[src/rtl/regfile_wb_arbiter.sv]
// ---------------------------------------------------------------------------
// regfile_wb_arbiter
//
// Shares the register file's single write port between NUM_REQ writeback
// sources (e.g. ALU, LSU, MULDIV). A round-robin arbiter grants at most one
// source per cycle. The granted result is registered and presented to the
// register file one cycle later. A busy scoreboard (one bit per architectural
// register) lets decode stall on RAW hazards and hold on WAW conflicts.
//
// Optional feature (compile-time macro WB_CONTENTION_EN):
//   defined   -> wb_contention_cnt counts cycles with >=2 valid requesters,
//                saturating at 16'hFFFF, cleared only by rst.
//   undefined -> no counter logic, wb_contention_cnt tied to 16'h0.
//
// Parameters
//   NUM_REQ     number of writeback requesters (2..8)
//   XLEN        data width
//   REG_ADDR_W  register address width (2**REG_ADDR_W registers)
//
// Ports
//   clk, rst           clock (posedge) / asynchronous active-high reset
//   req_valid/ready    per-requester handshake; transfer when valid & ready
//   req_rd, req_data   flat per-requester dest reg / result (slice i)
//   rf_w_en/rd/rdData  registered register-file write port
//   issue_valid/rd     decode issuing an instruction that writes issue_rd
//   issue_conflict     issue_rd already has a pending producer (WAW)
//   rs, rt             source registers being decoded
//   rs_busy, rt_busy   source has a pending producer -> decode stalls
//   wb_contention_cnt  contention statistics counter
// ---------------------------------------------------------------------------
module regfile_wb_arbiter #(
  parameter int NUM_REQ    = 3,
  parameter int XLEN       = 32,
  parameter int REG_ADDR_W = 5
) (
  input  logic                            clk,
  input  logic                            rst,
  input  logic [NUM_REQ-1:0]              req_valid,
  output logic [NUM_REQ-1:0]              req_ready,
  input  logic [NUM_REQ*REG_ADDR_W-1:0]   req_rd,
  input  logic [NUM_REQ*XLEN-1:0]         req_data,
  output logic                            rf_w_en,
  output logic [REG_ADDR_W-1:0]           rf_rd,
  output logic [XLEN-1:0]                 rf_rdData,
  input  logic                            issue_valid,
  input  logic [REG_ADDR_W-1:0]           issue_rd,
  output logic                            issue_conflict,
  input  logic [REG_ADDR_W-1:0]           rs,
  input  logic [REG_ADDR_W-1:0]           rt,
  output logic                            rs_busy,
  output logic                            rt_busy,
  output logic [15:0]                     wb_contention_cnt
);

  localparam int PTR_W = (NUM_REQ > 1) ? $clog2(NUM_REQ) : 1;
  localparam int NREG  = 1 << REG_ADDR_W;

  // Per-requester views of the flat request buses
  logic [REG_ADDR_W-1:0] w_rd   [NUM_REQ];
  logic [XLEN-1:0]       w_data [NUM_REQ];

  for (genvar g = 0; g < NUM_REQ; g++) begin : g_unpack
    assign w_rd[g]   = req_rd[g*REG_ADDR_W +: REG_ADDR_W];
    assign w_data[g] = req_data[g*XLEN +: XLEN];
  end

  // State
  logic [PTR_W-1:0]      r_rr_ptr;
  logic                  r_w_en;
  logic [REG_ADDR_W-1:0] r_rd;
  logic [XLEN-1:0]       r_data;
  logic [NREG-1:0]       r_busy;

  // Arbitration
  logic                  w_gnt_found;
  logic [PTR_W-1:0]      w_gnt_idx;
  logic [REG_ADDR_W-1:0] w_sel_rd;
  logic [XLEN-1:0]       w_sel_data;
  int                    w_scan;

  // Walk requesters starting at r_rr_ptr, wrapping modulo NUM_REQ; the
  // first valid one wins. Selected rd/data are captured in the same walk so
  // no out-of-range index is ever formed for non power-of-two NUM_REQ.
  always_comb begin
    w_gnt_found = 1'b0;
    w_gnt_idx   = '0;
    w_sel_rd    = '0;
    w_sel_data  = '0;
    w_scan      = 0;
    for (int k = 0; k < NUM_REQ; k++) begin
      w_scan = int'(r_rr_ptr) + k;
      if (w_scan >= NUM_REQ) w_scan = w_scan - NUM_REQ;
      if (!w_gnt_found && req_valid[w_scan]) begin
        w_gnt_found = 1'b1;
        w_gnt_idx   = PTR_W'(w_scan);
        w_sel_rd    = w_rd[w_scan];
        w_sel_data  = w_data[w_scan];
      end
    end
  end

  logic [NUM_REQ-1:0] w_gnt_onehot;
  logic               w_xfer;
  logic               w_wr;
  logic [PTR_W-1:0]   w_ptr_nxt;

  assign w_gnt_onehot = w_gnt_found ? ({{(NUM_REQ-1){1'b0}}, 1'b1} << w_gnt_idx) : '0;
  // Ready is suppressed while reset is held; a result presented then is lost.
  assign req_ready    = rst ? '0 : w_gnt_onehot;
  assign w_xfer       = w_gnt_found && !rst;
  // rd==0 is accepted but never reaches the register file
  assign w_wr         = w_xfer && (w_sel_rd != '0);
  assign w_ptr_nxt    = (w_gnt_idx == PTR_W'(NUM_REQ-1)) ? '0 : w_gnt_idx + 1'b1;

  // Scoreboard next state: clear on the write landing now, then set on
  // issue so a same-register set/clear collision leaves the bit busy.
  logic [NREG-1:0] w_busy_nxt;

  always_comb begin
    w_busy_nxt = r_busy;
    if (r_w_en) w_busy_nxt[r_rd] = 1'b0;
    if (issue_valid && (issue_rd != '0)) w_busy_nxt[issue_rd] = 1'b1;
    w_busy_nxt[0] = 1'b0;
  end

  always_ff @(posedge clk or posedge rst) begin
    if (rst) begin
      r_rr_ptr <= '0;
      r_w_en   <= 1'b0;
      r_rd     <= '0;
      r_data   <= '0;
      r_busy   <= '0;
    end else begin
      r_w_en <= w_wr;
      if (w_wr) begin
        r_rd   <= w_sel_rd;
        r_data <= w_sel_data;
      end
      if (w_xfer) r_rr_ptr <= w_ptr_nxt;
      r_busy <= w_busy_nxt;
    end
  end

  assign rf_w_en   = r_w_en;
  assign rf_rd     = r_rd;
  assign rf_rdData = r_data;

  // A register being written this cycle is already readable through the
  // register file's write-to-read bypass, so it is not reported busy.
  logic w_rs_wr, w_rt_wr, w_iss_wr;

  assign w_rs_wr  = r_w_en && (r_rd == rs);
  assign w_rt_wr  = r_w_en && (r_rd == rt);
  assign w_iss_wr = r_w_en && (r_rd == issue_rd);

  assign rs_busy        = (rs != '0) && r_busy[rs] && !w_rs_wr;
  assign rt_busy        = (rt != '0) && r_busy[rt] && !w_rt_wr;
  assign issue_conflict = issue_valid && (issue_rd != '0) && r_busy[issue_rd] && !w_iss_wr;

`ifdef WB_CONTENTION_EN
  // More than one bit set <=> clearing the lowest set bit leaves something.
  logic        w_multi;
  logic [15:0] r_cnt;

  assign w_multi = (req_valid & (req_valid - 1'b1)) != '0;

  always_ff @(posedge clk or posedge rst) begin
    if (rst) begin
      r_cnt <= '0;
    end else if (w_multi && (r_cnt != 16'hFFFF)) begin
      r_cnt <= r_cnt + 16'd1;
    end
  end

  assign wb_contention_cnt = r_cnt;
`else
  assign wb_contention_cnt = 16'h0;
`endif

endmodule

[config.mk]
export PLATFORM = sky130hd
export DESIGN_NAME = regfile_wb_arbiter
export DESIGN_NICKNAME = d
export VERILOG_FILES = /design/src/rtl/regfile_wb_arbiter.sv
export SDC_FILE = /design/constraint.sdc
export NUM_CORES = 1
export LEC_CHECK = 0
export CAP_MARGIN = 20
export CELL_PAD_IN_SITES_DETAIL_PLACEMENT = 1
export CELL_PAD_IN_SITES_GLOBAL_PLACEMENT = 2
export CORE_ASPECT_RATIO = 0.75
export CORE_UTILIZATION = 31
export DETAILED_ROUTE_END_ITERATION = 8
export PLACE_DENSITY_LB_ADDON = 0.1
export RECOVER_POWER = 100
export SKIP_LAST_GASP = 1
export SYNTH_ARGS = -nofsm -noshare
export SYNTH_HDL_FRONTEND = slang
export SYNTH_SLANG_ARGS = --single-unit
[constraint.sdc]
create_clock -name clk -period 5.7 [get_ports clk]
set_clock_uncertainty 0.2 [all_clocks]
set_input_delay 0.57 -clock clk [delete_from_list [all_inputs] [get_ports clk]]
set_output_delay 0.57 -clock clk [all_outputs]
set_load 0.05 [all_outputs]
==> results of run 1 <==
## cell type report
class | instances | area [µm²] | share of cell area, %
multi-input cells | 601 | 4590 | 51.6
well taps | 288 | 360 | 4.06
repair buffers | 185 | 1820 | 20.5
flip-flops and latches | 71 | 1780 | 20.0
clock inverters | 6 | 71.3 | 0.803
clock buffers | 10 | 229 | 2.58
inverters | 9 | 35.0 | 0.394
diodes | 1 | 2.50 | 0.0282
## power groups by stage
stage | logic (mW) | clock network (mW) | registers [mW]
after global placement | 3.43 | 0 | 1.03
after global routing | 3.66 | 0.624 | 1.06
after detailed placement | 3.54 | 0 | 1.04
after CTS | 3.55 | 0.603 | 1.03
after floorplan | 2.20 | 0 | 1.32
final | 3.40 | 0.586 | 1.03
## worst register-to-register path, delay by kind of cell, from the launching register on
kind	cells	cell delay, ps
buffers and inverters	4	2220
and+or+nand+nor	3	720
AOI/OAI and AO/OA	3	560
muxes	1	450
DFF	1	440
adders and majority gates	1	200
## routing by layer
metal | share of wire, % | GRT usage [%] | up-vias
met2 | 44 | 37.7 | 314
met5 | 0 | 0 | -
met3 | 7.2 | 5.24 | 35
met4 | 1.9 | 8.33 | 0
met1 | 47 | 33.8 | 3527
li1 | - | - | 3063
## state kept, by name (all words and copies together) (netlist names)
name       count
r_rr_ptr       2
rf_rdData     32
rf_w_en        1
r_busy        31
rf_rd          5
## metrics by stage
step,total power [mW],hold slack [ps],cells,util [%],setup WS (ps)
after floorplan,3.52,300,765,-,1810
after global routing,5.34,309,1171,41.6,414
final,5.02,286,1171,41.6,753
after global placement,4.46,295,1154,40.5,1290
after detailed placement,4.58,296,1154,40.5,1210
after CTS,5.18,310,1170,41.9,812
## cell usage after synthesis (3+ instances only)
library cell and count:
sky130_fd_sc_hd__o22ai_1 7, sky130_fd_sc_hd__a21oi_1 6, sky130_fd_sc_hd__nor2_1 15, sky130_fd_sc_hd__mux2_2 22, sky130_fd_sc_hd__xor2_1 12, sky130_fd_sc_hd__nor4_1 4, sky130_fd_sc_hd__inv_1 9, sky130_fd_sc_hd__a222oi_1 32
sky130_fd_sc_hd__and2_1 4, sky130_fd_sc_hd__mux2_4 15, sky130_fd_sc_hd__nor2b_1 8, sky130_fd_sc_hd__nand2b_1 3, sky130_fd_sc_hd__mux2i_1 115, sky130_fd_sc_hd__nand3b_1 8, sky130_fd_sc_hd__mux4_2 25, sky130_fd_sc_hd__xnor2_1 3
sky130_fd_sc_hd__ha_1 4, sky130_fd_sc_hd__buf_4 19, sky130_fd_sc_hd__a211oi_1 3, sky130_fd_sc_hd__a31oi_1 5, sky130_fd_sc_hd__o21ai_0 169, sky130_fd_sc_hd__clkbuf_1 43, sky130_fd_sc_hd__o2bb2ai_1 4, sky130_fd_sc_hd__buf_2 14
sky130_fd_sc_hd__nand3_1 16, sky130_fd_sc_hd__buf_6 5, sky130_fd_sc_hd__dfrtp_1 71, sky130_fd_sc_hd__nand2_1 79, sky130_fd_sc_hd__or3b_2 3
## kinds of logic (layout without fill, tap and decap cells)
kind of cell,Yosys count,after routing,synth area share (%)
fa+ha+maj,4,4,0.734
compound gates,241,241,21.6
xor+xnor,15,15,1.93
simple gates,147,147,10.0
buf+inv,93,210,7.23
mux,178,178,32.4
other cells,1,17,0.0550
flops,71,71,26.0
## final timing paths
path	to	slack, ps	from	cells after the start
setup / recovery	req_ready[0]	750	r_rr_ptr[1]	9
hold / removal	rf_rdData[8]	290	rf_rdData[8]	1
setup reg to reg	rf_rdData[12]	790	r_rr_ptr[1]	12
hold reg to reg	rf_rdData[8]	290	rf_rdData[8]	1
max in group asynchronous	rf_rdData[6]	2770	rst	3
min in group asynchronous	r_busy[14]	1380	rst	3
==> impl_metrics.csv, run 1 <==
group,metric,value,unit
logic_synthesis,synthesis.yosys.warnings,0,
cts,cts.clk_slew.worst_paths,60,ps
grt,overflow,0,
cts,cts_inserted_buffers,9,
die,ioPinCount,192,
logic_synthesis,syn_area_per_cell,9.10,µm²
power_and_ir_drop,worst_ir_drop_vdd,0.000488,V
layout,layout_cells_sized_above_1,9.98,%
drt,antenna_left,0,
drt,drt_first_pass_iters,7,
critical_path,path_max_fanout,80,
grt,initial_antenna_violation_count,1,
cts,post_cts.resized_instances,0,
die,design.core.area,0.0214,mm²
cts,postCtsSetupBuffers,0,
power_and_ir_drop,power.share.sequential,20.5,%
drt,dr_total_vias,6939,
critical_path,endpoint_kind,"primary output",
cts,numClockSinks,71,
cts,cts.root.buffer_cell,"sky130_fd_sc_hd__clkbuf_16",
flow_run,drv_cap,1,
sta,fin_tns_setup,0,ps
power_and_ir_drop,int_pwr,2.42,mW
sta,worst_slew_pin_slew,1980,ps
sta,layout_min_cycle_time,4950,ps
critical_path,setup.worst_path.start_class,"flop",
grt,number_of_global_route_vias_before_repair,7453,
logic_synthesis,ys_async_sr_fraction,100,%
placed_design,placedInstanceArea,0.00866,mm²
min_path,hp-class,"flop to flop",
cts,clock_latency,350,ps
die,num_rows,46,
run_status,status,"complete, but fails checks",
critical_path,timing.critical_path.slowest_cell_delay,890,ps
power_and_ir_drop,power.net_switching,2.59,mW
drt,detail_route.wirelength,27400,µm
power_and_ir_drop,power.share.switching,51.7,%
drt,wire_per_inst,23.4,µm
grt,global_route.usage.total,24.4,%
critical_path,slowest_stage_cell_cp,"sky130_fd_sc_hd__dlygate4sd3_1",
placed_design,dp_hpwl,19700,µm
sta,maxSlewHeadroom,-32.0,%
placed_design,port_buffer_count,175,
layout,layout.nets,1013,
grt,grt_pass1_wl,42600,µm
sta,fmax,202,MHz
sta,setup_viol_count_final,0,
logic_synthesis,flip_flop_cell_with_the_highest_count_after_synthesis,"sky130_fd_sc_hd__dfrtp_1",
run_status,violations,"max-capacitance violations, max-slew violations",
cts,htree_num_levels,3,
placed_design,globalplace.congestion,0.926,
logic_synthesis,synth_top_cells_by_area,"sky130_fd_sc_hd__dfrtp_1, sky130_fd_sc_hd__mux2i_1, sky130_fd_sc_hd__o21ai_0",
sta,finalHoldViolations,0,
cts,cts-root-to-sink-buffers,2,
power_and_ir_drop,power_frac_clock,11.7,%
critical_path,worst_endpoint_data_arrival_time,4180,ps
cts,cts_tree,"built",
critical_path,cp_cell_sequence,"inv_1, ha_1, buf_4, nand2_1, o22a_1, a31oi_1, and2_0, nor2b_1, dlygate4sd3_1",
drt,drt_drc_violations_left,0,
die,die_w,173,µm
logic_synthesis,synth_seq_area_share,26.0,%
die,initial_core_util,32.0,%
logic_synthesis,syn_inst,750,
die,die_h,130,µm
sta,setup_repair_after_global_routing_missed_its_margin,"no",
layout,layout.cell_area.non_filler,0.00888,mm²
logic_synthesis,area_of_the_mapped_netlist,0.00682,mm²
logic_synthesis,post-synth-top-area-fraction,26.0,%
sta,maxSlewViolCount,72,
layout,final_common_cell,"sky130_fd_sc_hd__o21ai_0",
logic_synthesis,synthDistinctLibCells,51,
critical_path,cpLargestDelayFamily,"buffers and inverters",
logic_synthesis,synth_edf_count,0,
logic_synthesis,postSynthRegisterBits,71,
critical_path,worstPathRequired,4930,ps
power_and_ir_drop,cellLeakagePower,3.34,nW
power_and_ir_drop,comb_power_share,67.8,%
logic_synthesis,yosysTopAreaCell,"sky130_fd_sc_hd__dfrtp_1",
drt,detail_route.vias_per_cell,5.93,
cts,cts_hold_buf,0,
critical_path,number_of_buffers_and_inverters_on_the_critical_path,3,
power_and_ir_drop,cellPowerDensity,565,mW/mm²
layout,area_growth_synth_to_finish,30.2,%
layout,fillerInstances,2410,
grt,pin_count_of_the_biggest_net_entering_global_routing,81,
layout,mostFrequentLayoutCells,"sky130_fd_sc_hd__o21ai_0, sky130_fd_sc_hd__clkdlybuf4s50_1, sky130_fd_sc_hd__mux2i_1",
drt,detail_route.iter0.violations,732,
sta,fin_crit_share,86.8,%
die,die_footprint,0.0226,mm²
critical_path,path_class,"flop to primary output",
Note: power is estimated with default switching activity, not from simulation.
==> run 2: changes to the inputs <==
--- a/config.mk
+++ b/config.mk
@@ -9,6 +9,7 @@
 export CELL_PAD_IN_SITES_DETAIL_PLACEMENT = 1
 export CELL_PAD_IN_SITES_GLOBAL_PLACEMENT = 2
 export CORE_ASPECT_RATIO = 0.75
+export CORE_MARGIN = 4
 export CORE_UTILIZATION = 31
 export DETAILED_ROUTE_END_ITERATION = 8
 export PLACE_DENSITY_LB_ADDON = 0.1
==> run 2 against run 1 <==
  * The flow still finishes with violations (max-capacitance violations, max-slew violations)
  * Non-clock buffer count rose by 1
  * First-iteration DRC count fell by 18%
  * Hold slack improved by 6.3 ps
  * Worst setup slack got worse by 14 ps
  * Clock power rose by 1%
  * Via count fell by 0.84%
  * Global-route usage fell by 1.2 points
  * Final cell count barely moved
  * Total power rose by 1.2%
  * Clock-buffer cell count did not move
  * Sequential share of layout area fell by 0.079 points
  * Highest routed layer unchanged
==> impl_metrics.csv, run 2 (synthesis results as in run 1) <==
group,metric,value,unit
critical_path,setup.worst_path.start,"r_rr_ptr[1]",
critical_path,endpoint_kind,"primary output",
layout,area.sequential,0.00178,mm²
sta,setup_repair_after_global_routing_missed_its_margin,"no",
min_path,hp-class,"flop to flop",
die,ioPinCount,192,
cts,numClockSinks,71,
power_and_ir_drop,cellLeakagePower,3.36,nW
placed_design,port_buffer_count,175,
sta,fmax,202,MHz
drt,detail_route.wirelength,28500,µm
layout,layout_cells_sized_above_1,10.1,%
drt,detail_route.vias_per_cell,5.87,
sta,finalHoldViolations,0,
die,die_h,136,µm
grt,global_route.usage.total,23.2,%
sta,fin_tns_setup,0,ps
power_and_ir_drop,total_power,5.08,mW
grt,overflow,0,
critical_path,path_max_fanout,80,
sta,maxSlewViolCount,25,
grt,initial_antenna_violation_count,1,
drt,drt_first_pass_iters,8,
layout,fillerInstances,2451,
sta,worst_slew_pin_slew,1950,ps
cts,clock_latency,340,ps
sta,fin_crit_share,87.0,%
layout,mostFrequentLayoutCells,"sky130_fd_sc_hd__o21ai_0, sky130_fd_sc_hd__clkdlybuf4s50_1, sky130_fd_sc_hd__mux2i_1",
critical_path,cp_cell_sequence,"inv_1, ha_1, buf_4, nand2_1, o22a_1, a31oi_1, and2_0, nor2b_1, dlygate4sd3_1",
layout,final_common_cell,"sky130_fd_sc_hd__o21ai_0",
min_path,hp-start,"rf_rdData[8]",
grt,number_of_global_route_vias_before_repair,7356,
grt,grt_pass1_wl,43800,µm
layout,final_core_util,41.7,%
sta,maxSlewHeadroom,-29.9,%
run_status,violations,"max-capacitance violations, max-slew violations",
critical_path,timing.critical_path.slowest_cell_delay,910,ps
sta,layout_min_cycle_time,4960,ps
critical_path,reg_to_reg_startpoint,"r_rr_ptr[1]",
layout,area_growth_synth_to_finish,30.7,%
placed_design,dp_hpwl,20400,µm
power_and_ir_drop,worst_ir_drop_vdd,0.000398,V
power_and_ir_drop,cellPowerDensity,569,mW/mm²
flow_run,drv_cap,1,
drt,drt_drc_violations_left,0,
die,design.core.area,0.0214,mm²
sta,setup_viol_count_final,0,
cts,cts.root.buffer_cell,"sky130_fd_sc_hd__clkbuf_16",
layout,layout.nets,1014,
run_status,status,"complete, but fails checks",
critical_path,cpLargestDelayFamily,"buffers and inverters",
drt,dr_total_vias,6881,
critical_path,setup.worst_path.start_class,"flop",
cts,cts_hold_buf,0,
critical_path,slowest_stage_cell_cp,"sky130_fd_sc_hd__dlygate4sd3_1",
critical_path,number_of_buffers_and_inverters_on_the_critical_path,3,
die,num_rows,46,
die,die_footprint,0.0245,mm²
layout,largest_reg_flops,32,
critical_path,path_class,"flop to primary output",
cts,cts-root-to-sink-buffers,2,
layout,layout.cell_area.non_filler,0.00892,mm²
die,initial_core_util,31.9,%
die,die_w,179,µm
placed_design,placedInstanceArea,0.00867,mm²
drt,antenna_left,0,
cts,post_cts.resized_instances,0,
sta,fin_worst_hold_slack,292,ps
critical_path,worst_endpoint_data_arrival_time,4190,ps
placed_design,globalplace.congestion,0.930,
cts,cts_tree,"built",
cts,postCtsSetupBuffers,0,
cts,htree_num_levels,3,
drt,detail_route.iter0.violations,600,
grt,pin_count_of_the_biggest_net_entering_global_routing,81,
cts,cts.clk_slew.worst_paths,70,ps
drt,wire_per_inst,24.4,µm
layout,multi_input_comb_area,0.00458,mm²
critical_path,worstPathRequired,4930,ps
cts,cts_inserted_buffers,9,
run 2: cell count changes in the layout (fill, tap and decap cells not counted), sizes merged:
| cell | delta |
|---|---|
| buf | +2 |
| clkinv | -2 |
| clkbuf | -1 |
| clkinvlp | +1 |
| inv | +1 |
run 2: power by group:
group | internal (mW) | leakage [nW] | switching [mW]
registers | 0.746 | 0.823 | 0.309
logic | 1.35 | 2.40 | 2.08
clock network | 0.342 | 0.135 | 0.252
total | 2.44 | 3.36 | 2.64
run 2: layer usage:
| layer | track usage, % | vias up | share of wire [%] | routed length (µm) |
|---|---|---|---|---|
| li1 | - | 3075 | - | - |
| met1 | 32.9 | 3477 | 46 | 13100 |
| met2 | 36.4 | 312 | 45 | 12900 |
| met3 | 5.28 | 17 | 8.1 | 2330 |
| met4 | 4.48 | 0 | 0.71 | 202 |
| met5 | 0 | - | 0 | 0 |
run 2: final timing paths:
| kind | endpoint | cells past startpoint | slack (ps) |
|---|---|---|---|
| setup / recovery | req_ready[0] | 9 | 740 |
| hold / removal | rf_rdData[8] | 1 | 290 |
| setup reg to reg | rf_rdData[24] | 11 | 870 |
| hold reg to reg | rf_rdData[8] | 1 | 290 |
| max in group asynchronous | rf_rdData[26] | 3 | 2840 |
| min in group asynchronous | rf_rdData[22] | 3 | 1340 |
run 2: final cells by class:
cell class                      count  share of cell area [%]
Antenna cell                        1                  0.0281
Clock buffer                       10                    2.57
Clock inverter                      6                   0.786
Inverter                            9                   0.393
Multi-Input combinational cell    601                    51.4
Sequential cell                    71                    19.9
Tap cell                          288                    4.04
Timing Repair Buffer              186                    20.9
run 2: metrics by stage:
stage	std cells	setup WS, ps
2_1_floorplan	765	1810
3_3_place_gp	1154	1300
3_5_place_dp	1154	1230
4_1_cts	1170	831
5_1_grt	1172	399
6_report	1172	738
==> run 3: changes to the inputs <==
--- a/config.mk
+++ b/config.mk
@@ -10,7 +10,7 @@
 export CELL_PAD_IN_SITES_GLOBAL_PLACEMENT = 2
 export CORE_ASPECT_RATIO = 0.75
 export CORE_MARGIN = 4
-export CORE_UTILIZATION = 31
+export CORE_UTILIZATION = 26
 export DETAILED_ROUTE_END_ITERATION = 8
 export PLACE_DENSITY_LB_ADDON = 0.1
 export RECOVER_POWER = 100
==> constraint.sdc (replaced) <==
create_clock -name clk -period 4.2 [get_ports clk]
set_clock_uncertainty 0.2 [all_clocks]
set_input_delay 0.42 -clock clk [delete_from_list [all_inputs] [get_ports clk]]
set_output_delay 0.42 -clock clk [all_outputs]
set_load 0.05 [all_outputs]
==> run 3 against run 2 <==
  * The run still ends with max-capacitance violations, max-slew violations left
  * Worst setup slack lost 490 ps
  * Global-route usage shrank 3.4 points
  * Clock power grew 24%
  * Combinational power increased by 38%
  * Register-to-register slack worse by 470 ps
  * Hold slack lost 3.8 ps
  * Sequential share of layout area is 0.24 points lower
  * Non-clock buffer count up 9
  * Critical endpoint is now rt_busy
  * Highest routed layer unchanged
==> impl_metrics.csv, run 3 (synthesis results as in run 1) <==
group,metric,value,unit
placed_design,post-place-ws,220,ps
critical_path,cpLargestDelayFamily,"buffers and inverters",
drt,drt_first_pass_iters,5,
grt,busiest_grt_layer,"met2",
layout,layout.nets,1023,
grt,grt_util_met3,4.30,%
cts,postCtsSetupBuffers,0,
grt,grt_util_met1,28.3,%
critical_path,cp_cell_sequence,"dlygate4sd3_1, mux4_2, mux4_2, mux2i_1, a31oi_1, clkdlybuf4s50_1",
die,initial_core_util,26.3,%
sta,setup_viol_count_final,0,
critical_path,worstPathRequired,3580,ps
critical_path,path_class,"primary input to primary output",
cts,cts_tree,"built",
grt,grt_pass1_wl,44800,µm
critical_path,setup.worst_path.start_class,"primary input",
run_status,status,"complete, but fails checks",
placed_design,dp_hpwl,20900,µm
grt,number_of_global_route_vias_before_repair,7411,
grt,pin_count_of_the_biggest_net_entering_global_routing,72,
power_and_ir_drop,cellPowerDensity,759,mW/mm²
layout,final_common_cell,"sky130_fd_sc_hd__o21ai_0",
cts,post_cts.resized_instances,0,
power_and_ir_drop,worst_ir_drop_vdd,0.000605,V
die,die_footprint,0.0289,mm²
drt,dr_total_vias,6852,
layout,fin_cells,1236,
critical_path,reg_to_reg_startpoint,"r_rr_ptr[0]",
grt,overflow,0,
grt,initial_antenna_violation_count,0,
die,die_w,195,µm
layout,layout_cells_sized_above_1,11.3,%
die,die_h,148,µm
drt,detail_route.iter0.violations,456,
critical_path,endpoint_kind,"primary output",
min_path,hold-path-cell-count,1,
sta,postLayoutSetupSlackWorst,250,ps
sta,maxSlewViolCount,63,
sta,fin_tns_setup,0,ps
layout,area_growth_synth_to_finish,32.3,%
power_and_ir_drop,cellLeakagePower,3.39,nW
layout,mostFrequentLayoutCells,"sky130_fd_sc_hd__o21ai_0, sky130_fd_sc_hd__clkdlybuf4s50_1, sky130_fd_sc_hd__mux2i_1",
die,design.core.area,0.0259,mm²
grt,grt_util_met2,30.7,%
run_status,violations,"max-capacitance violations, max-slew violations",
critical_path,cpMostUsedCell,"sky130_fd_sc_hd__mux4_2",
sta,fin_crit_share,94.0,%
cts,cts.root.buffer_cell,"sky130_fd_sc_hd__clkbuf_16",
sta,fmax,253,MHz
placed_design,placedInstanceArea,0.00883,mm²
sta,layout_min_cycle_time,3950,ps
die,num_rows,51,
drt,wire_per_inst,23.7,µm
placed_design,dp.cells,1219,
layout,n_antenna_cell,0,
critical_path,slowest_stage_cell_cp,"sky130_fd_sc_hd__dlygate4sd3_1",
drt,antenna_left,0,
critical_path,worst-r2r-setup-slack,400,ps
cts,cts_hold_buf,0,
sta,maxSlewHeadroom,-16.2,%
die,ioPinCount,192,
min_path,hp-start,"rf_rdData[3]",
flow_run,drv_cap,1,
drt,drt_drc_violations_left,0,
cts,htree_num_levels,3,
cts,cts-root-to-sink-buffers,2,
sta,setup_repair_after_global_routing_missed_its_margin,"no",
layout,largest_reg_flops,32,
cts,cts_inserted_buffers,9,
min_path,worst_hold_path.endpoint,"rf_rdData[3]",
cts,numClockSinks,71,
critical_path,timing.critical_path.slowest_cell_delay,890,ps
critical_path,r2r.worst_path.cells,11,
cts,clock_latency,350,ps
critical_path,worst_endpoint_data_arrival_time,3330,ps
grt,global_route.usage.total,19.8,%
layout,layout.cell_area.non_filler,0.00903,mm²
cts,cts.clk_slew.worst_paths,60,ps
drt,detail_route.vias_per_cell,5.54,
sta,finalHoldViolations,0,
critical_path,path_max_fanout,8,
critical_path,number_of_buffers_and_inverters_on_the_critical_path,2,
sta,worst_slew_pin_slew,1740,ps
min_path,hp-class,"flop to flop",
drt,detail_route.wirelength,29300,µm
critical_path,r2r_end,"rf_rdData[11]",
placed_design,globalplace.congestion,0.850,
placed_design,port_buffer_count,175,
run 3: changes by cell type in the layout (fill, tap and decap cells not counted), moves of 2 or more:
cell	change
sky130_fd_sc_hd__mux2_4	-2
sky130_fd_sc_hd__mux2_1	+2
sky130_fd_sc_hd__clkdlybuf4s50_1	+3
sky130_fd_sc_hd__clkinv_2	+2
sky130_fd_sc_hd__buf_12	+2
sky130_fd_sc_hd__buf_4	+9
sky130_fd_sc_hd__dlygate4sd3_1	-6
sky130_fd_sc_hd__clkbuf_2	+2
run 3: report_power, final:
part	internal, mW	switching (mW)
logic	1.86	2.86
registers	1.01	0.373
clock network	0.415	0.324
total	3.29	3.56
run 3: cell type report:
cell class,count,area (µm²)
well taps,344,430
clock inverters,5,33.8
flip-flops and latches,71,1780
repair buffers,195,1920
fillers,2985,16900
multi-input cells,601,4590
clock buffers,11,243
inverters,9,35.0
run 3: layer usage:
layer  vias to the layer above  wire length [µm]
li1                       3084                 -
met1                      3522             14300
met2                       219             13000
met3                        27              1550
met4                         0               441
met5                         -                 0
run 3: per-stage QoR:
stage	hold WS [ps]	utilization (%)	total power, mW
6_report	288	34.8	6.85
4_1_cts	315	35.1	7.12
2_1_floorplan	300	-	4.78
3_5_place_dp	299	34.1	6.35
3_3_place_gp	293	34.1	6.24
5_1_grt	303	34.8	7.33
run 3: worst max path at each step:
stage	from	end	slack [ps]	cells past startpoint
2_1_floorplan	rst	req_ready[2]	610	3
4_1_cts	issue_rd[0]	issue_conflict	220	7
3_3_place_gp	issue_rd[0]	issue_conflict	260	7
3_5_place_dp	issue_rd[0]	issue_conflict	220	7
5_1_grt	issue_rd[0]	issue_conflict	60	7
6_report	rt[0]	rt_busy	250	6
